--- config.mk ---
export PLATFORM = sky130hd
export DESIGN_NAME = fetch_stage
export DESIGN_NICKNAME = d
export VERILOG_FILES = /design/src/rtl/fetch_stage.sv
export SDC_FILE = /design/constraint.sdc
export NUM_CORES = 1
export LEC_CHECK = 0
export BUFFER_PORTS_ARGS = -buffer_cell sky130_fd_sc_hd__buf_2
export CAP_MARGIN = 20
export CORE_ASPECT_RATIO = 0.5
export CORE_MARGIN = 4
export CORE_UTILIZATION = 51
export CTS_CLUSTER_DIAMETER = 50
export DETAILED_ROUTE_END_ITERATION = 7
export GPL_TIMING_DRIVEN = 0
export PLACE_DENSITY = 0.85
export SLEW_MARGIN = 5
export SYNTH_ARGS = -nofsm -noshare
export SYNTH_HDL_FRONTEND = slang
export SYNTH_SLANG_ARGS = --single-unit
--- constraint.sdc ---
create_clock -name clock -period 8.2 [get_ports clock]
set_input_delay 1.23 -clock clock [delete_from_list [all_inputs] [get_ports clock]]
set_output_delay 1.23 -clock clock [all_outputs]
set_load 0.01 [all_outputs]
--- src/rtl/fetch_stage.sv ---
// Instruction-fetch front end.
// Owns the program counter and keeps at most one instruction-memory request
// outstanding. It presents {instruction, pc, valid} to the fetch/decode
// pipeline register. While downstream is stalled it can park one response in
// a hold slot. After a redirect it discards the response to the squashed
// request.
module fetch_stage #(
    parameter int                      DATA_WIDTH   = 32,
    parameter int                      ADDRESS_BITS = 32,
    parameter logic [ADDRESS_BITS-1:0] RESET_PC     = '0,
    parameter logic [DATA_WIDTH-1:0]   NOP          = 32'h00000013
) (
    input  logic                               clock,
    input  logic                               reset,
    input  logic                               start,
    input  logic                               stall,
    input  logic                               flush,
    input  logic [ADDRESS_BITS-1:0]            target_pc,
    output logic                               i_mem_read,
    output logic [ADDRESS_BITS-1:0]            i_mem_address,
    input  logic                               i_mem_ready,
    input  logic                               i_mem_valid,
    input  logic [DATA_WIDTH-1:0]              i_mem_data,
    output logic                               fetch_valid,
    output logic [DATA_WIDTH-1:0]              fetch_instruction,
    output logic [ADDRESS_BITS-1:0]            fetch_pc,
    output logic [DATA_WIDTH+ADDRESS_BITS:0]   flush_bundle
);

    typedef enum logic {IDLE, RUN} state_t;

    state_t                  state, next_state;
    logic [ADDRESS_BITS-1:0] pc;
    logic [ADDRESS_BITS-1:0] req_pc;
    logic                    pending;
    logic                    drop;
    logic                    hold_valid;
    logic [DATA_WIDTH-1:0]   hold_instr;
    logic [ADDRESS_BITS-1:0] hold_pc;

    logic resp;
    logic accept;
    logic capture;

    // A response only counts if this stage is actually waiting for one.
    // Stray i_mem_valid pulses, such as a late reply after a reset, are ignored.
    assign resp = i_mem_valid && pending;

    // A new request may go out in the same cycle the previous response returns.
    // This gives one fetch per cycle against a 1-cycle memory.
    assign i_mem_read    = (state == RUN) && !flush && !stall && !hold_valid
                           && (!pending || resp);
    assign i_mem_address = pc;
    assign accept        = i_mem_read && i_mem_ready;

    // Park a live response when downstream cannot take it this cycle.
    assign capture = !flush && !hold_valid && resp && !drop && stall;

    assign flush_bundle = {1'b0, {ADDRESS_BITS{1'b0}}, NOP};

    // Next-state logic: leave IDLE on start; RUN is left only by reset.
    always_comb begin
        // NOTE: default first so every path assigns next_state and no latch is inferred.
        next_state = state;
        if (state == IDLE && start)
            next_state = RUN;
    end

    // Output select: flush squashes, then held data, then bypassed response.
    always_comb begin
        fetch_valid       = 1'b0;
        fetch_instruction = NOP;
        fetch_pc          = '0;
        if (flush) begin
            fetch_valid = 1'b0;
        end else if (hold_valid) begin
            fetch_valid       = 1'b1;
            fetch_instruction = hold_instr;
            fetch_pc          = hold_pc;
        end else if (resp && !drop) begin
            fetch_valid       = 1'b1;
            fetch_instruction = i_mem_data;
            fetch_pc          = req_pc;
        end
    end

    // Control state: FSM, PC, the outstanding-request flags and hold occupancy.
    always_ff @(posedge clock or posedge reset) begin
        if (reset) begin
            // NOTE: sequential state uses non-blocking assignments so every flop samples pre-edge values.
            state      <= IDLE;
            pc         <= RESET_PC;
            req_pc     <= '0;
            pending    <= 1'b0;
            drop       <= 1'b0;
            hold_valid <= 1'b0;
        end else begin
            state <= next_state;
            if (flush) begin
                // A response that arrives with the flush is dropped here.
                // A request still in flight is marked for discard when it returns.
                pc         <= target_pc;
                hold_valid <= 1'b0;
                drop       <= pending && !resp;
                if (resp)
                    pending <= 1'b0;
            end else begin
                if (accept) begin
                    req_pc  <= pc;
                    pc      <= pc + ADDRESS_BITS'(4);
                    pending <= 1'b1;
                end else if (resp) begin
                    pending <= 1'b0;
                end
                if (resp && drop)
                    drop <= 1'b0;
                if (hold_valid && !stall)
                    hold_valid <= 1'b0;
                else if (capture)
                    hold_valid <= 1'b1;
            end
        end
    end

    // Hold payload register, qualified by hold_valid.
    always_ff @(posedge clock) begin
        // NOTE: payload is left unreset; hold_valid alone says whether it is meaningful.
        if (capture) begin
            hold_instr <= i_mem_data;
            hold_pc    <= req_pc;
        end
    end

endmodule
; Word-level counts from Yosys, hierarchy flattened
; Index checks and enable logic that the tools add are counted.
[op_classes]
div = 0
mux = 19
shifts = 0
order_cmp = 0
eq_ne = 0
addsub = 1
n_reduce_logical = 26
bitwise_logic = 2
multipliers = 0
[ops]
columns = operator, count
row1 = $mux W32, 8
row2 = $add A32 B3 Y32 const B, 1
row3 = $logic_and A1 B1 Y1, 15
row4 = $mux W1, 11
row5 = $logic_not A1 Y1, 6
row6 = $reduce_bool A2 Y1, 2
row7 = $reduce_bool A3 Y1, 1
row8 = $not A1 Y1, 2
row9 = $reduce_and A2 Y1, 1
row10 = $logic_or A1 B1 Y1, 1
[totals]
rom_bits = 0
regBits = 132
mem_bits_rw = 0
inputBits = 71
word_cells = 56
latchBits = 0
memories = 0

; Logic depth before layout (Yosys ltp)
[logic_depth]
depth_word = 8
mapped_depth = 9
mapped_depth_nobuf = 6

; Least setup slack after synthesis
; No wires, ideal clock.
[synth_path]
path_kind = in2reg
startpoint = input flush
endpoint = register hold_instr[0] (enable)
required_ns = 7.556
arrival_ns = 7.960
setup_ns = 0.644
stages = 4
slack_ns = -0.404
n_path_buf = 3
path_cell_list = buf_2 > buf_1 > clkbuf_1 > nor4_1
[synth_between]
elab_chain_cells = 5
[synth_rtl]
columns = item, line_no
row1 = start: declaration, 17  ; input logic flush,
row2 = $logic_not A1 Y1, 57  ; assign capture = !flush && !hold_valid && resp && !drop && stall;
row3 = $logic_and A1 B1 Y1 (4 in series), 57
row4 = named net capture, 43  ; logic capture;
row5 = end signal: assignment, 129  ; hold_instr <= i_mem_data;
row6 = end: declaration, 38  ; logic [DATA_WIDTH-1:0] hold_instr;
; The timed path passes the listed nets, and every way through them passes these cells.
; A chain may end at the register's enable or synchronous reset.

; Worst setup path in the final report
[layout_path]
startpoint = input i_mem_valid
endpoint = output fetch_pc[19]
[layout_between]
elab_chain_cells = 5
[layout_rtl]
columns = item, line_no
row1 = start: declaration, 22  ; input logic i_mem_valid,
row2 = $logic_and A1 B1 Y1, 47  ; assign resp = i_mem_valid && pending;
row3 = $logic_and A1 B1 Y1, 80  ; end else if (resp && !drop) begin
row4 = $mux W32, 80
row5 = $mux W32, 76  ; end else if (hold_valid) begin
row6 = $mux W32, 74  ; if (flush) begin
row7 = end: declaration, 26  ; output logic [ADDRESS_BITS-1:0] fetch_pc,
; Every way passes these cells.

==> metrics.md <==
| Metric | Value |
|---|---|
| CTS clk-pin slew, worst paths | 60 ps |
| Via/cell ratio | 5.29 |
| Final HPWL DP | 12.9 mm |
| Final Hold Slack | 477 ps |
| Cell taking the most area after synthesis | edfxtp_1 |
| Synth Warn # | 0 |
| Worst reg2reg endpoint | hold_instr[19]$_DFFE_PP_ |
| Via count | 5666 |
| Sequential cell area | 3620 um^2 |
| Hold Path Class | flip-flop to flip-flop |
| DIE WIDTH | 170 um |
| Worst path required time | 6970 ps |
| Area grow syn2layout | 29.2% |
| Placed Area | 8030 um^2 |
| Num rows | 29 |
| Worst reg2reg startpoint | hold_valid$_DFFE_PP0P_ |
| DIE HEIGHT | 88.9 um |
| Arrival time of the worst setup path | 2790 ps |
| Mapped Cells | 635 |
| Final instance area | 8630 um^2 |
| Outcome | finished clean |
| Core box area | 12700 um^2 |
| Post-synth top cells | nand2_1 (122), nor2_1 (75), mux2i_1 (71) |
| Slew Limit Headroom | 0.415 |
| CP startpoint kind | primary input |
| Post-Syn Area | 6680 um^2 |
| Fraction of final layout cells sized beyond drive strength 1 | 0.329 |
| Antenna diodes | 0 |
| Crit path to | fetch_pc[19] |
| Top-level port count | 234 |
| Initial antenna violation count | 0 |
| Sequential fraction of the synthesis area | 0.542 |
| Post-synth EDFFs | 64 |
| Global-route wire length before repair | 28.3 mm |
| # DRC | 0 |
| Post-synth top area share | 0.288 |
| Initial DRC count | 544 |
| Max Freq | 249 MHz |
| CTS Root Cell | clkbuf_16 |
| Layout Utilization | 0.677 |
| Full die area | 15100 um^2 |
| Number of buffers added on ports | 167 |
| CP Class | primary input to primary output |
| CTS Buf Count | 17 |
| R2R depth | 6 |
| Hold buffer count at cts | 0 |
| Worst-Skew Late Latency | 420 ps |
| Dominant cell by count in the synthesized netlist | nand2_1 |
| Multi-input gate area | 2630 um^2 |
| Layout Skew | 6.10 ps |
| GRT Total Usage | 0.238 |
| Yosys cell types | 50 |
| FF-to-FF setup slack | 5700 ps |
| P per Cell Area | 211 nW/um^2 |
| Final setup viols | 0 |
| Post-route setup TNS | 0 ps |
| Post-synth ARST share | 0.515 |
| Post-route ant nets | 0 |
| # nets final | 960 |
| Yosys reg bits | 132 |
| Worst slew pin tran | 877 ps |
| RSZ-0062 raised after global routing | false |
| Synth area leaders | edfxtp_1 (29%), dfrtp_1 (25%), mux2i_1 (11%) |
| CTS tree | yes |
| Filler Cell Count | 925 |
| Placer Congestion | 0.849 |
| Crit path time final | 4020 ps |
| Final period utilization | 0.490 |
| Peak VDD IR | 0.000159 V |
| GRT overflow | 0 |
| Maximum number of pins on one net before global-route repair | 69 |
| Mean Syn Cell Area | 10.5 um^2 |
| Clock Tree Buf Depth | 2 |
| Wire per inst | 17.1 um |
| Vias in the first global route | 5703 |
| Critical Path End Type | primary output |
| Setup bufs post-CTS | 0 |
| Final WL | 18.4 mm |
| CP Max Fanout | 10 |
| Hold Fails Final Rpt | 0 |
| Leak | 4.06 nW |
| CTS H-Tree Depth | 4 |
| Critical path origin | i_mem_valid |
| Max Cap Viol | 0 |
| Clock sinks | 132 |
| Drt pass-1 iters | 8 |
| Top_reg_cell synth | dfrtp_1 |
| Design Power | 0.00182 W |
| Initial cell density of the core | 0.525 |
| PostCTS Resize Cnt | 0 |
| Slew Limit Fails | 0 |
[flip-flops by register name, summed over array words and instances, names as in the netlist]
register and cells:
hold_instr 32, hold_pc 32, i_mem_address 32, req_pc 32, drop 1, hold_valid 1, pending 1, state 1
[through the flow]
stage / setup WS [ps] / instances
after floorplan: 2270 / 698
after global placement: 437 / 1035
after detailed placement: 4160 / 1039
after CTS: 4170 / 1071
after global routing: 4000 / 1071
final: 4180 / 1071
[area by class of cell]
type / count / area share
tap: 170 / 0.0247
clock buffer: 20 / 0.0542
timing repair buffer: 171 / 0.103
clock inverter: 12 / 0.0149
sequential: 132 / 0.420
inverter: 7 / 0.00334
buffer: 99 / 0.0754
multi-input combinational: 460 / 0.305
[report_power, final]
part | internal, W | leakage [nW] | switching [W]
clock | 0.000473 | 0.287 | 0.000291
sequential | 0.000758 | 1.42 | 0.0000641
combinational | 0.000103 | 2.35 | 0.000132
[placed cells by master (no fill, tap or decap), types with 12 or more instances in the layout]
master / instances
mux2i_1: 71
clkbuf_16: 18
nand3_1: 16
buf_2: 177
nor2_1: 75
conb_1: 65
clkbuf_1: 18
dfrtp_1: 68
o21ai_0: 16
edfxtp_1: 64
nand2_1: 122
buf_4: 69
nand4_1: 12
[worst max-delay path: stages]
cell and delay (ps):
buf_2 100, nand2_1 130, nor2_1 60, nor2_1 70, or2_2 100, clkbuf_1 360, clkbuf_1 450, nor2_1 130
buf_2 170
[kinds of logic after synthesis]
logic type	Yosys count	synth area share
AND/OR/NAND/NOR	264	0.182
multiplexers	74	0.111
buffers and inverters	106	0.101
other	2	0.00112
flip-flops	132	0.542
adder cells (fa/ha/maj)	1	0.00187
XOR/XNOR	7	0.00918
AO/OA/AOI/OAI	49	0.0506
[routing by layer]
metal | track usage | wire length (um)
met5 | 0 | 0
met1 | 0.294 | 7080
met3 | 0.0632 | 1900
met2 | 0.402 | 8710
met4 | 0.111 | 658
[worst min-delay path by stage]
stage                     depth (start not counted)                     to                   start  slack [ps]
after floorplan                                   1      state$_DFFE_PP0P_       state$_DFFE_PP0P_         440
after global placement                            0  hold_pc[11]$_DFFE_PP_  req_pc[11]$_DFFE_PP0P_         460
after detailed placement                          1      state$_DFFE_PP0P_       state$_DFFE_PP0P_         460
after CTS                                         0  hold_pc[29]$_DFFE_PP_  req_pc[29]$_DFFE_PP0P_         480
after global routing                              0  hold_pc[29]$_DFFE_PP_  req_pc[29]$_DFFE_PP0P_         490
final                                             0  hold_pc[29]$_DFFE_PP_  req_pc[29]$_DFFE_PP0P_         480
(Power assumes the default switching activity.)
